[src/rtl/cxu_flow_adapter_pkg.sv]
// cxu_flow_adapter_pkg: shared parameter checks (common_pkg) and CXU status types (cxu_pkg)
package common_pkg;
    function automatic bit check_param_2(input int v);
        return v == 32 || v == 64;
    endfunction
    function automatic bit check_param_pos(input int v);
        return v > 0;
    endfunction
    function automatic bit check_param_range(input int v, input int lo, input int hi);
        return v >= lo && v <= hi;
    endfunction
    function automatic bit check_param_pos2exp(input int v);
        return v > 0 && (v & (v - 1)) == 0;
    endfunction
endpackage

package cxu_pkg;
    import common_pkg::*;
    localparam int Status_w = 3;
    typedef enum logic [Status_w-1:0] {
        CX_OK = 0,
        CX_ERROR_ALL,
        CX_ERROR_CUSTOM,
        CX_ERROR_STATE,
        CX_ERROR_OFF_STATE,
        CX_ERROR_FUNC,
        CX_ERROR_OP
    } cx_status_e;
endpackage

[src/rtl/cxu_flow_adapter_sync_fifo.sv]
// sync_fifo: single-clock FIFO with extra-MSB pointers
// ports: clk, rst (sync, active high); wr_v/wr_data push; rd_rdy pops the head;
//        rd_v/rd_data present the head; full/empty status
module sync_fifo #(
    parameter int W = 8,
    parameter int Depth = 4
) (
    input  logic         clk,
    input  logic         rst,
    input  logic         wr_v,
    input  logic [W-1:0] wr_data,
    input  logic         rd_rdy,
    output logic         rd_v,
    output logic [W-1:0] rd_data,
    output logic         full,
    output logic         empty
);
    localparam int Aw = $clog2(Depth);
    logic [W-1:0] mem [Depth];
    logic [Aw:0] wp, rp;
    logic wr_en, rd_en;
    assign empty = wp == rp;
    assign full = (wp[Aw] != rp[Aw]) && (wp[Aw-1:0] == rp[Aw-1:0]);
    assign rd_v = !empty;
    assign rd_data = mem[rp[Aw-1:0]];
    assign rd_en = rd_rdy && !empty;
    // a pop in the same cycle frees the slot, so a push into a full FIFO is accepted then
    assign wr_en = wr_v && (!full || rd_en);
    always_ff @(posedge clk) begin
        if (rst) begin
            wp <= '0;
            rp <= '0;
        end else begin
            if (wr_en) wp <= wp + 1'b1;
            if (rd_en) rp <= rp + 1'b1;
        end
    end
    always_ff @(posedge clk) begin
        if (!rst && wr_en) mem[wp[Aw-1:0]] <= wr_data;
    end
endmodule

[src/rtl/cxu_flow_adapter.sv]
// cxu_flow_adapter: flow-controlled req/resp front end for a fixed-latency, non-stallable CXU
// ports: clk, rst (sync, active high)
//        req_*        CPU request channel (valid/ready, func, two operands)
//        resp_*       CPU response channel (valid/ready, status, data) from the FIFO head
//        cxu_req_*    issue to the CXU (valid = accepted request, rest passthrough)
//        cxu_resp_*   CXU result, arriving exactly Latency cycles after issue
//        err          sticky protocol error
module cxu_flow_adapter
    import common_pkg::*;
    import cxu_pkg::*;
#(
    parameter int Xlen = 32,
    parameter int Func_id_w = 10,
    parameter int Latency = 2,
    parameter int Depth = 4
) (
    input  logic                 clk,
    input  logic                 rst,
    input  logic                 req_valid,
    output logic                 req_ready,
    input  logic [Func_id_w-1:0] req_func,
    input  logic [Xlen-1:0]      req_data0,
    input  logic [Xlen-1:0]      req_data1,
    output logic                 resp_valid,
    input  logic                 resp_ready,
    output logic [Status_w-1:0]  resp_status,
    output logic [Xlen-1:0]      resp_data,
    output logic                 cxu_req_valid,
    output logic [Func_id_w-1:0] cxu_req_func,
    output logic [Xlen-1:0]      cxu_req_data0,
    output logic [Xlen-1:0]      cxu_req_data1,
    input  logic                 cxu_resp_valid,
    input  logic [Status_w-1:0]  cxu_resp_status,
    input  logic [Xlen-1:0]      cxu_resp_data,
    output logic                 err
);
    localparam int Cw = $clog2(Depth) + 1;
    typedef struct packed {
        logic [Status_w-1:0] status;
        logic [Xlen-1:0]     data;
    } resp_t;

    if (!check_param_2(Xlen)) begin : g_bad_xlen
        $error("Xlen must be 32 or 64");
    end
    if (!check_param_pos(Func_id_w)) begin : g_bad_func
        $error("Func_id_w must be positive");
    end
    if (!check_param_range(Latency, 1, 8)) begin : g_bad_latency
        $error("Latency must be in [1,8]");
    end
    if (!check_param_pos2exp(Depth)) begin : g_bad_depth
        $error("Depth must be a positive power of two");
    end

    logic [Cw-1:0] credits;
    logic [Latency-1:0] inflight;
    logic req_hs, resp_hs, full, empty, head_v;
    resp_t wr_entry, head;

    // credits cover in-flight ops plus queued entries, so a result always finds a free slot
    assign req_ready = !rst && credits < Cw'(Depth);
    assign req_hs = req_valid && req_ready;
    assign resp_valid = head_v;
    assign resp_hs = resp_valid && resp_ready;
    assign cxu_req_valid = req_hs;
    assign cxu_req_func = req_func;
    assign cxu_req_data0 = req_data0;
    assign cxu_req_data1 = req_data1;
    assign wr_entry = {cxu_resp_status, cxu_resp_data};
    assign resp_status = empty ? '0 : head.status;
    assign resp_data = empty ? '0 : head.data;

    always_ff @(posedge clk) begin
        if (rst) begin
            credits <= '0;
            inflight <= '0;
            err <= 1'b0;
        end else begin
            credits <= credits + Cw'(req_hs) - Cw'(resp_hs);
            inflight <= (inflight << 1) | Latency'(req_hs);
            // a result must line up with the tracked issue slot and must find room
            if (cxu_resp_valid != inflight[Latency-1] || (cxu_resp_valid && full && !resp_hs))
                err <= 1'b1;
        end
    end

    sync_fifo #(.W(Status_w + Xlen), .Depth(Depth)) u_fifo (
        .clk(clk),
        .rst(rst),
        .wr_v(cxu_resp_valid),
        .wr_data(wr_entry),
        .rd_rdy(resp_ready),
        .rd_v(head_v),
        .rd_data(head),
        .full(full),
        .empty(empty)
    );
endmodule

[config.mk]
export PLATFORM = sky130hd
export DESIGN_NAME = cxu_flow_adapter
export DESIGN_NICKNAME = d
export VERILOG_FILES = /design/src/rtl/cxu_flow_adapter_pkg.sv /design/src/rtl/cxu_flow_adapter_sync_fifo.sv /design/src/rtl/cxu_flow_adapter.sv
export SDC_FILE = /design/constraint.sdc
export NUM_CORES = 1
export LEC_CHECK = 0
export ABC_AREA = 1
export BUFFER_PORTS_ARGS = -buffer_cell sky130_fd_sc_hd__buf_2
export CAP_MARGIN = 20
export CORE_MARGIN = 4
export CORE_UTILIZATION = 41
export DETAILED_ROUTE_END_ITERATION = 7
export HOLD_SLACK_MARGIN = 0.02
export PLACE_DENSITY = 0.67
export SLEW_MARGIN = 20
export SYNTH_ARGS = -nofsm -noshare
export SYNTH_HDL_FRONTEND = slang
export SYNTH_SLANG_ARGS = --single-unit
[constraint.sdc]
create_clock -name clk -period 4.3 [get_ports clk]
set_input_delay 0.43 -clock clk [delete_from_list [all_inputs] [get_ports clk]]
set_output_delay 0.43 -clock clk [all_outputs]
set_load 0.05 [all_outputs]
; ---- Word-level counts from Yosys, hierarchy flattened
; Memory sizes are Yosys's and may differ from the RTL's. A register that Yosys moved wholly into a read port is not among the register bits.
; Cells that the tools add are included.
[op_classes]
n_addsub = 4
order_cmp = 1
n_eq_ne = 4
muxes = 6
n_bitwise = 1
reduce_logical = 14
[ops]
columns = operator, count
row1 = 32-bit two-way mux, 1
row2 = 1-bit logical AND, 8
row3 = 3-bit by 1-bit adder with 3-bit output (second input constant), 2
row4 = 1-bit zero test, 4
row5 = 2-bit two-way mux, 2
row6 = 3-bit by 1-bit adder with 3-bit output, 1
row7 = 3-bit == test, 1
row8 = 3-bit < comparator (second input constant), 1
row9 = 3-bit two-way mux, 1
row10 = 3-bit by 1-bit subtractor with 3-bit output, 1
row11 = 2-bit == test, 1
row12 = 1-bit logical OR, 2
row13 = 1-bit two-way mux, 2
row14 = 1-bit != test, 2
row15 = 2-bit by 1-bit bitwise OR with 2-bit output, 1
[totals]
register_bits = 12
ram_bits = 140
inputBits = 114
out_inout_bits = 113
wordCells = 36
memories = 1
[mem_list]
columns = name, depth, width, read_ports, rd_clocked_by_memory_dff, wr, line
row1 = u_fifo.mem, 4, 35, 1, 1, 1, cxu_flow_adapter_sync_fifo.sv:19  ; logic [W-1:0] mem [Depth];

; ---- Logic depth before layout (Yosys ltp)
; Gate-level depths: netlist (run 1).
[logic_depth]
depth_word = 8
mapped_depth = 13
depth_no_buf = 13

; ---- Hierarchy
; A second synthesis (run 1) with hierarchy kept.
[hier_totals]
hier_cells = 591
hier_area_um2 = 6814.0
[modules_own_cells]
columns = mod, n_inst, cells_each, area_each_um2, seq_area_each_um2
row1 = sync_fifo, 1, 401, 5644.2, 4364.2
row2 = cxu_flow_adapter, 1, 190, 1169.9, 120.1

; ---- Worst setup path before layout (run 1)
; No wires, ideal clock.
[synth_path]
kind = register to register
start = register u_fifo.wp[0]
end = memory u_fifo.mem[0][0] (netlist bit) (enable)
setup_time_ps = 427
arrival_time_ps = 2327
required_time_ps = 3873
setup_slack_ps = 1546
path_stages_with_launch = 8
n_path_buf = 0
period_less_slack_ps = 2754
cell_sequence = dfxtp_1 -> inv_2 -> nand2_1 -> nand2_1 -> nor2_4 -> nand2_1 -> nand3_1 -> nor2_1
[synth_via]
elab_chain_cells = 8
elab_cells_between_ends = 11
cone_classes = eq/ne: 2 / mux: 2 / reduce/logical: 7
[synth_rtl]
columns = item, line
row1 = "start, declared", cxu_flow_adapter_sync_fifo.sv:20  ; logic [Aw:0] wp, rp;
row2 = "start signal, assigned", cxu_flow_adapter_sync_fifo.sv:34  ; if (wr_en) wp <= wp + 1'b1;
row3 = 3-bit == test or 2-bit == test (tied branches), "cxu_flow_adapter_sync_fifo.sv:22, cxu_flow_adapter_sync_fifo.sv:23"
row4 = 1-bit zero test or 1-bit logical AND (tied branches), "cxu_flow_adapter_sync_fifo.sv:26, cxu_flow_adapter_sync_fifo.sv:23"
row5 = 1-bit logical AND or 1-bit zero test (tied branches), "cxu_flow_adapter_sync_fifo.sv:26, cxu_flow_adapter_sync_fifo.sv:28"
row6 = 1-bit logical OR, cxu_flow_adapter_sync_fifo.sv:28  ; assign wr_en = wr_v && (!full || rd_en);
row7 = 1-bit logical AND, cxu_flow_adapter_sync_fifo.sv:28
row8 = 1-bit logical AND, cxu_flow_adapter_sync_fifo.sv:39  ; if (!rst && wr_en) mem[wp[Aw-1:0]] <= wr_data;
row9 = 1-bit two-way mux, cxu_flow_adapter_sync_fifo.sv:39
row10 = 1-bit two-way mux (not written as such), cxu_flow_adapter_sync_fifo.sv:39
row11 = "end, declared", cxu_flow_adapter_sync_fifo.sv:19
; Several ways; a longest one is shown, not always the timed one.

==> out/metrics.csv, run 1 <==
stage,metric,value,unit
grt,grt_pass1_vias,3891,
power_and_ir_drop,power_leakage,0.00291,uW
worst_setup_path,crit_end,resp_data[31],
hold_path,hp-start,cxu_resp_data[16],
timing,finalCritPeriodShare,73.7,%
synthesis,synthesis.area,6770,um2
timing,slew_headroom,33.4,%
cells_and_area,final_cell_area,7410,um2
floorplanning,initial_utilization,42.1,%
timing,final_max_slew_viol_count,0,
placement,portBuffers,78,
synthesis,ys_warn_count,0,
grt,grt-ovfl-total,0,
power_and_ir_drop,cellPowerDensity,548,nW/um2
synthesis,synth_seq_cells,154,
synthesis,yosys.area.top_type,edfxtp_1,
placement,place_inst,750,
clocking,post_cts_buffers,0,
worst_setup_path,cp_max_fo,71,
synthesis,synthDistinctLibCells,25,
routing,drc_errors,0,
floorplanning,dieArea,18600,um2
timing,layout_min_cycle_time,3.17,ns
timing,setup_violations,0,
worst_setup_path,reg2reg_to,u_fifo.mem[3][18]$_DFFE_PP_,
grt,antenna_found_initial,3,
synthesis,avgSynthCellArea,12.3,um2
worst_setup_path,crit_type,reg2out,
routing,antenna_left,0,
run_status,status,finished clean,
grt,grt_max_degree,72,
synthesis,synthFlopType,edfxtp_1,
timing,clock.fmax,316,MHz
floorplanning,die_y,136,um
clocking,h-tree-depth,4,
synthesis,async_flop_share,0,%
clocking,clock_sinks,154,
routing,avgViaCountPerCell,5.01,
floorplanning,rows,46,
synthesis,yosysSeqAreaShare,66.3,%
clocking,cts_tree,yes,
clocking,cts_max_path_buffers,2,
timing,tightestPinTransition,0.999,ns
timing,setup_tns,0,ns
worst_setup_path,cp-start-kind,flip-flop,
worst_setup_path,crit_arrival,2.74,ns
routing,drtIter0Drc,258,
worst_setup_path,reg2regPathDepth,8,
worst_setup_path,required,3.87,ns
clocking,cts_buffers,17,
routing,wl,15.9,mm
floorplanning,dieWidth,136,um
cells_and_area,fillers,1443,
grt,grt_usage,17.1,%
routing,wl_per_cell,20.3,um
worst_setup_path,r2r_slack,1.74,ns
cells_and_area,final_common_cell,edfxtp_1,
flow_run,drv_cap,0,
grt,grt_pass1_wl,23.1,mm
power_and_ir_drop,ir_worst_vdd,0.257,mV
cells_and_area,stdcell_count,783,
clocking,cts_root_buf,clkbuf_16,
clocking,cts.clk_slew.worst_paths,0.06,ns
timing,rsz0062_at_grt,no,
hold_path,worstHoldPathType,in2reg,
placement,place_area,6820,um2
routing,vias,3925,
floorplanning,coreArea,16100,um2
synthesis,synth_edf_count,140,
timing,skew,0.00879,ns
clocking,post_cts_resized,0,
clocking,cts-hold-fix-buffers,0,
cells_and_area,nNetsFinal,675,
cells_and_area,synthToLayoutAreaGrowth,9.43,%
cells_and_area,drive_above_1_share,22.3,%
worst_setup_path,rr_startpoint,u_fifo.wp[0]$_SDFFE_PP0P_,
synthesis,syn_nets,670,
timing,finalHoldViolations,0,
placement,place.gp.congestion,0.725,
routing,dr.pass1.iters,5,
cells_and_area,final_cell_mix,"140 x edfxtp_1, 78 x buf_2, 54 x nand2_1, 53 x inv_1, 46 x nor2_1",
synthesis,synth_area_leaders,"edfxtp_1 62%, buf_4 8.5%, mux2i_1 5.2%",
synthesis,synthDominantCellAreaShare,62.1,%
worst_setup_path,cp-end-kind,output pin,
floorplanning,io_pins,227,
clocking,clkLatencyLatePin,0.42,ns
synthesis,syn_inst,548,
placement,dpl.hpwl,11.0,mm
[synth_stat cells, types with 2 or more instances]
master,number
edfxtp_1,140
buf_4,77
nand2_1,54
inv_1,53
nor2_1,50
mux2i_1,35
o21ai_0,35
o22ai_1,35
dfxtp_1,14
buf_2,9
a21oi_1,7
ha_1,7
clkbuf_1,6
nand3_1,6
clkbuf_2,3
inv_2,3
xor2_1,3
buf_6,2
nand2_2,2
nor3b_1,2
[per-stage QoR]
stage               utilization, %  total power [uW]  hold WS [ns]  worst slack, ns
global route                  46.1              4240         0.203            0.877
finish                        46.1              4060         0.224             1.13
CTS                           46.1              4100         0.200             1.06
global placement              42.5              2620         0.397             1.59
detailed placement            42.5              2640         0.401             1.53
floorplan                        -              2610         0.388             1.55
[area by class of cell]
class | count | area (um2) | area share [%]
Sequential cell | 154 | 4490 | 60.6
Multi-Input combinational cell | 240 | 1420 | 19.1
Timing Repair Buffer | 84 | 435 | 5.88
Clock buffer | 17 | 425 | 5.74
Tap cell | 216 | 270 | 3.65
Inverter | 56 | 210 | 2.84
Clock inverter | 15 | 156 | 2.11
Antenna cell | 1 | 2.50 | 0.0338
[state kept, by name, summed over array words and instances (netlist names), named ones only]
register / cells
u_fifo.rp: 3
err: 1
u_fifo.mem: 140
inflight: 2
credits: 3
u_fifo.wp: 3
[metal layers]
layer | global-route usage [%] | up-vias | routed length, um
li1 | - | 1834 | -
met2 | 30.0 | 164 | 8530
met5 | 0 | - | 46
met3 | 6.96 | 38 | 1470
met4 | 7.89 | 6 | 426
met1 | 17.8 | 1883 | 5450
[kinds of logic (layout without fill, tap and decap cells)]
family,Yosys count,count (layout),synth area share [%]
DFF,154,154,66.3
adders and majority gates,8,8,1.59
buffers and inverters,154,172,13.3
xor gates and xnor gates,3,3,0.388
other,0,1,0
AOI/OAI and AO/OA,77,77,6.34
and+or+nand+nor,117,117,6.99
muxes,35,35,5.18
[how the worst min path moves through the flow]
stage	endpoint	cells past startpoint
floorplan	inflight[1]$_SDFF_PP0_	2
global placement	inflight[1]$_SDFF_PP0_	2
detailed placement	inflight[1]$_SDFF_PP0_	2
CTS	u_fifo.mem[3][16]$_DFFE_PP_	1
global route	u_fifo.mem[3][1]$_DFFE_PP_	1
finish	u_fifo.mem[3][16]$_DFFE_PP_	1
[where the power goes]
group	leakage [uW]	internal, uW	switching [uW]	total, uW
sequential	0.00139	1690	85.4	1770
combinational	0.00123	221	603	824
clock	0.000289	901	560	1460
total	0.00291	2810	1250	4060
[critical path, cell delays in order (launching register included)]
cell,delay [ns]
dfxtp_4,0.98
inv_2,0.58
nor2_1,0.23
o22ai_1,0.11
nand2_1,0.13
inv_1,0.04
buf_2,0.20
No activity file was read; power rests on OpenSTA's default activity.
==> inputs of run 2 (changes only) <==
==> constraint.sdc (replaced) <==
create_clock -name clk -period 3.2 [get_ports clk]
set_input_delay 0.32 -clock clk [delete_from_list [all_inputs] [get_ports clk]]
set_output_delay 0.32 -clock clk [all_outputs]
set_load 0.05 [all_outputs]
==> out/metrics.csv, run 2 (synthesized netlist as in run 1, its figures left out) <==
stage,metric,value,unit
run_status,status,finished clean,
floorplanning,dieWidth,136,um
floorplanning,io_pins,227,
hold_path,worstHoldEndpoint,u_fifo.mem[2][23]$_DFFE_PP_,
cells_and_area,drive_above_1_share,22.4,%
worst_setup_path,cp_max_fo,46,
timing,finalCritPeriodShare,84.1,%
grt,grt_max_degree,47,
worst_setup_path,r2r_slack,0.80,ns
timing,setup_violations,0,
cells_and_area,final_cell_area,7480,um2
timing,final_max_slew_viol_count,0,
routing,vias,3845,
placement,place.gp.congestion,0.770,
grt,antenna_found_initial,2,
grt,grt_pass1_vias,3909,
hold_path,hp-start,cxu_resp_data[23],
worst_setup_path,reg2reg_to,credits[2]$_SDFF_PP0_,
clocking,post_cts_buffers,0,
placement,place_inst,751,
timing,setup_ws,0.509,ns
floorplanning,dieArea,18600,um2
placement,dpl.hpwl,10.9,mm
clocking,clkLatencyLatePin,0.42,ns
timing,tightestPinTransition,0.742,ns
worst_setup_path,cp-start-kind,flip-flop,
routing,drtIter0Drc,308,
grt,grt-ovfl-total,0,
clocking,cts-hold-fix-buffers,0,
power_and_ir_drop,ir_worst_vdd,0.363,mV
floorplanning,die_y,136,um
timing,layout_min_cycle_time,2.69,ns
grt,grt_usage,17.1,%
timing,rsz0062_at_grt,no,
timing,skew,0.00774,ns
timing,fin_hold_ws,0.118,ns
clocking,cts_max_path_buffers,2,
power_and_ir_drop,power_leakage,0.00293,uW
cells_and_area,final_common_cell,edfxtp_1,
cells_and_area,nNetsFinal,676,
clocking,cts.clk_slew.worst_paths,0.06,ns
timing,slew_headroom,50.5,%
worst_setup_path,reg2regPathDepth,13,
routing,antenna_left,0,
routing,drc_errors,0,
floorplanning,coreArea,16100,um2
clocking,cts_tree,yes,
worst_setup_path,required,2.88,ns
placement,portBuffers,78,
clocking,cts_buffers,17,
timing,clock.fmax,372,MHz
worst_setup_path,rr_startpoint,u_fifo.wp[0]$_SDFFE_PP0P_,
placement,place_area,6840,um2
clocking,cts_root_buf,clkbuf_16,
clocking,h-tree-depth,4,
worst_setup_path,crit_type,reg2out,
timing,setup_tns,0,ns
routing,wl,15.8,mm
routing,avgViaCountPerCell,4.90,
worst_setup_path,crit_arrival,2.37,ns
clocking,clock_sinks,154,
routing,dr.pass1.iters,4,
timing,finalHoldViolations,0,
cells_and_area,fillers,1414,
cells_and_area,synthToLayoutAreaGrowth,10.5,%
grt,grt_pass1_wl,23.2,mm
flow_run,drv_cap,0,
cells_and_area,stdcell_count,784,
hold_path,worstHoldPathType,in2reg,
cells_and_area,final_cell_mix,"140 x edfxtp_1, 78 x buf_2, 54 x nand2_1, 53 x inv_1, 46 x nor2_1",
floorplanning,initial_utilization,42.1,%
hold_path,min_path_cells,1,
clocking,post_cts_resized,0,
routing,wl_per_cell,20.2,um
cells_and_area,largest_register_ffs,140,
floorplanning,rows,46,
worst_setup_path,cp-end-kind,output pin,
power_and_ir_drop,cellPowerDensity,751,nW/um2
placement,post-place-ws,0.793,ns
==> run 2: changes by cell type in the layout (fill, tap and decap cells not counted), sizes merged <==
cell / delta
buf: +1
bufinv: +2
clkbuf: +1
clkinv: -2
inv: -1
==> run 2: layout make-up <==
class	count	area, um2	area share, %
repair buffers	85	455	6.09
inverters	56	210	2.81
clock inverters	14	203	2.71
flip-flops and latches	154	4490	60.1
multi-input cells	240	1420	18.9
well taps	216	270	3.62
clock buffers	18	429	5.74
diodes	1	2.50	0.0335
==> run 2: metrics by stage <==
stage          util (%)  power [uW]
6_report           46.6        5620
5_1_grt            46.6        5840
4_1_cts            46.5        5670
3_5_place_dp       42.6        3560
3_3_place_gp       42.6        3530
2_1_floorplan         -        3510
==> run 2: worst max path at each step <==
stage | startpoint | end | slack (ns) | depth (start not counted)
2_1_floorplan | u_fifo.wp[0]$_SDFFE_PP0P_ | u_fifo.mem[0][0]$_DFFE_PP_ | 0.45 | 7
3_3_place_gp | u_fifo.wp[1]$_SDFFE_PP0P_ | credits[2]$_SDFF_PP0_ | 0.94 | 13
3_5_place_dp | u_fifo.wp[0]$_SDFFE_PP0P_ | credits[2]$_SDFF_PP0_ | 0.79 | 13
4_1_cts | flip-flop | resp_data[10] | 0.48 | 6
5_1_grt | flip-flop | resp_data[9] | 0.31 | 6
6_report | flip-flop | resp_data[8] | 0.51 | 6
==> run 2: power breakdown <==
part	total [uW]	internal [uW]	switching, uW
Combinational	1160	303	852
Clock	2110	1370	740
Sequential	2350	2270	79.2
==> run 2: per-layer routing <==
layer / GRT usage (%) / share of wire [%] / wire, um
met3: 6.74 / 9.0 / 1420
met2: 30.3 / 54 / 8480
met1: 17.8 / 35 / 5460
met4: 7.73 / 2.7 / 432
met5: 0 / 0.095 / 15
==> run 2: worst max-delay path, stage by stage, from the launching register on <==
cell and delay (ns):
dfxtp_4 0.74, buf_4 0.44, o21ai_0 0.15, o22ai_1 0.19, nand2_1 0.08, inv_1 0.07
buf_2 0.25
==> inputs of run 3 (changes only) <==
==> constraint.sdc (replaced) <==
create_clock -name clk -period 2.6 [get_ports clk]
set_input_delay 0.26 -clock clk [delete_from_list [all_inputs] [get_ports clk]]
set_output_delay 0.26 -clock clk [all_outputs]
set_load 0.05 [all_outputs]
==> out/metrics.csv, run 3 (synthesized netlist as in run 1, its figures left out) <==
stage,metric,value,unit
grt,met2_usage,29.9,%
floorplanning,rows,46,
grt,grt_usage,17.0,%
floorplanning,io_pins,227,
clocking,cts_buffers,17,
grt,grt_pass1_vias,3865,
floorplanning,dieWidth,136,um
clocking,cts_max_path_buffers,2,
clocking,post_cts_buffers,0,
timing,tightestPinTransition,0.501,ns
worst_setup_path,crit_arrival,2.12,ns
worst_setup_path,required,2.34,ns
cells_and_area,diodes,0,
clocking,cts_tree,yes,
floorplanning,dieArea,18600,um2
floorplanning,die_y,136,um
grt,grtUsageMet1,17.4,%
grt,grt-ovfl-total,0,
timing,clock.fmax,420,MHz
clocking,cts_root_buf,clkbuf_16,
run_status,status,finished clean,
cells_and_area,nNetsFinal,684,
floorplanning,coreArea,16100,um2
worst_setup_path,rr_startpoint,u_fifo.wp[0]$_SDFFE_PP0P_,
worst_setup_path,cp-end-kind,output pin,
power_and_ir_drop,cellPowerDensity,907,nW/um2
flow_run,drv_cap,0,
timing,finalHoldViolations,0,
placement,portBuffers,78,
timing,rsz0062_at_grt,no,
grt,antenna_found_initial,0,
grt,grt_pass1_wl,22.9,mm
clocking,cts.clk_slew.worst_paths,0.06,ns
timing,setup_ws,0.220,ns
cells_and_area,final_cell_mix,"140 x edfxtp_1, 78 x buf_2, 54 x nand2_1, 53 x inv_1, 46 x nor2_1",
timing,slew_headroom,66.6,%
cells_and_area,synthToLayoutAreaGrowth,11.3,%
clocking,clock_sinks,154,
timing,setup_violations,0,
grt,grt_max_degree,40,
placement,post-place-ws,0.292,ns
grt,top_usage_layer,met2,
worst_setup_path,cp_max_fo,39,
hold_path,worstHoldPathType,in2reg,
cells_and_area,largest_register_ffs,140,
timing,finalCritPeriodShare,91.5,%
timing,setup_tns,0,ns
timing,skew,0.0133,ns
routing,wl_per_cell,20.2,um
clocking,h-tree-depth,4,
clocking,post_cts_resized,0,
routing,wl,16.0,mm
worst_setup_path,startpoint,u_fifo.wp[0]$_SDFFE_PP0P_,
power_and_ir_drop,ir_worst_vdd,0.412,mV
grt,met3_usage,7.22,%
power_and_ir_drop,power_leakage,0.00297,uW
routing,drc_errors,0,
routing,antenna_left,0,
cells_and_area,fillers,1408,
placement,place.gp.congestion,0.708,
timing,layout_min_cycle_time,2.38,ns
timing,final_max_slew_viol_count,0,
routing,avgViaCountPerCell,4.96,
placement,dpl.hpwl,11.2,mm
clocking,cts-hold-fix-buffers,0,
floorplanning,initial_utilization,42.1,%
routing,vias,3925,
worst_setup_path,crit_type,reg2out,
routing,dr.pass1.iters,4,
power_and_ir_drop,power,6830,uW
clocking,clkLatencyLatePin,0.43,ns
routing,drtIter0Drc,238,
hold_path,hp-start,cxu_resp_data[10],
cells_and_area,final_common_cell,edfxtp_1,
cells_and_area,drive_above_1_share,24.0,%
worst_setup_path,cp-start-kind,flip-flop,
## run 3: cell count changes in the layout (fill, tap and decap cells not counted)
cell and delta:
buf_12 +2, buf_4 +6, bufinv_16 -3, clkbuf_1 -1
clkinv_1 -2, clkinv_2 -4, clkinv_4 +2, diode_2 -1
inv_6 +4, inv_8 +4
## run 3: report_power, final
| part | switching [uW] | internal, uW | leakage [uW] |
|---|---|---|---|
| clock | 1040 | 1460 | 0.000297 |
| combinational | 1090 | 396 | 0.00129 |
| sequential | 70.4 | 2790 | 0.00139 |
## run 3: worst max-delay path, cell delays in order (launching register included)
cell and delay, ns:
dfxtp_1 0.36, inv_2 0.10, nand2_1 0.06, nand2_1 0.11
nor2_4 0.05, nand2_2 0.05, buf_4 0.43, nand2_1 0.18
inv_1 0.09, buf_2 0.26
## run 3: metrics by stage
stage | cell area, um2 | hold slack (ns) | std cells | util [%]
2_1_floorplan | 6770 | 0.336 | 548 | -
3_3_place_gp | 6930 | 0.404 | 759 | 43.1
3_5_place_dp | 6930 | 0.416 | 759 | 43.1
4_1_cts | 7530 | 0.0260 | 791 | 46.9
5_1_grt | 7530 | 0.0234 | 791 | 46.9
6_report | 7530 | 0.0470 | 791 | 46.9
## run 3: routing by layer
layer	up-vias	share of wire (%)
li1	1851	-
met1	1885	34
met2	153	53
met3	36	9.3
met4	0	3.2
met5	-	0
## run 3: layout make-up
cell class | count | area (um2) | area share, %
inverters | 56 | 210 | 2.79
multi-input cells | 240 | 1420 | 18.8
flip-flops and latches | 154 | 4490 | 59.6
clock inverters | 15 | 183 | 2.42
well taps | 216 | 270 | 3.59
clock buffers | 17 | 425 | 5.65
repair buffers | 93 | 541 | 7.17
## run 3: worst paths after layout
path / to / slack, ns / cells past startpoint
max: resp_status[1] / 0.22 / 9
min: u_fifo.mem[3][10]$_DFFE_PP_ / 0.05 / 1
max reg2reg: credits[2]$_SDFF_PP0_ / 0.29 / 13
min reg2reg: inflight[1]$_SDFF_PP0_ / 0.42 / 2
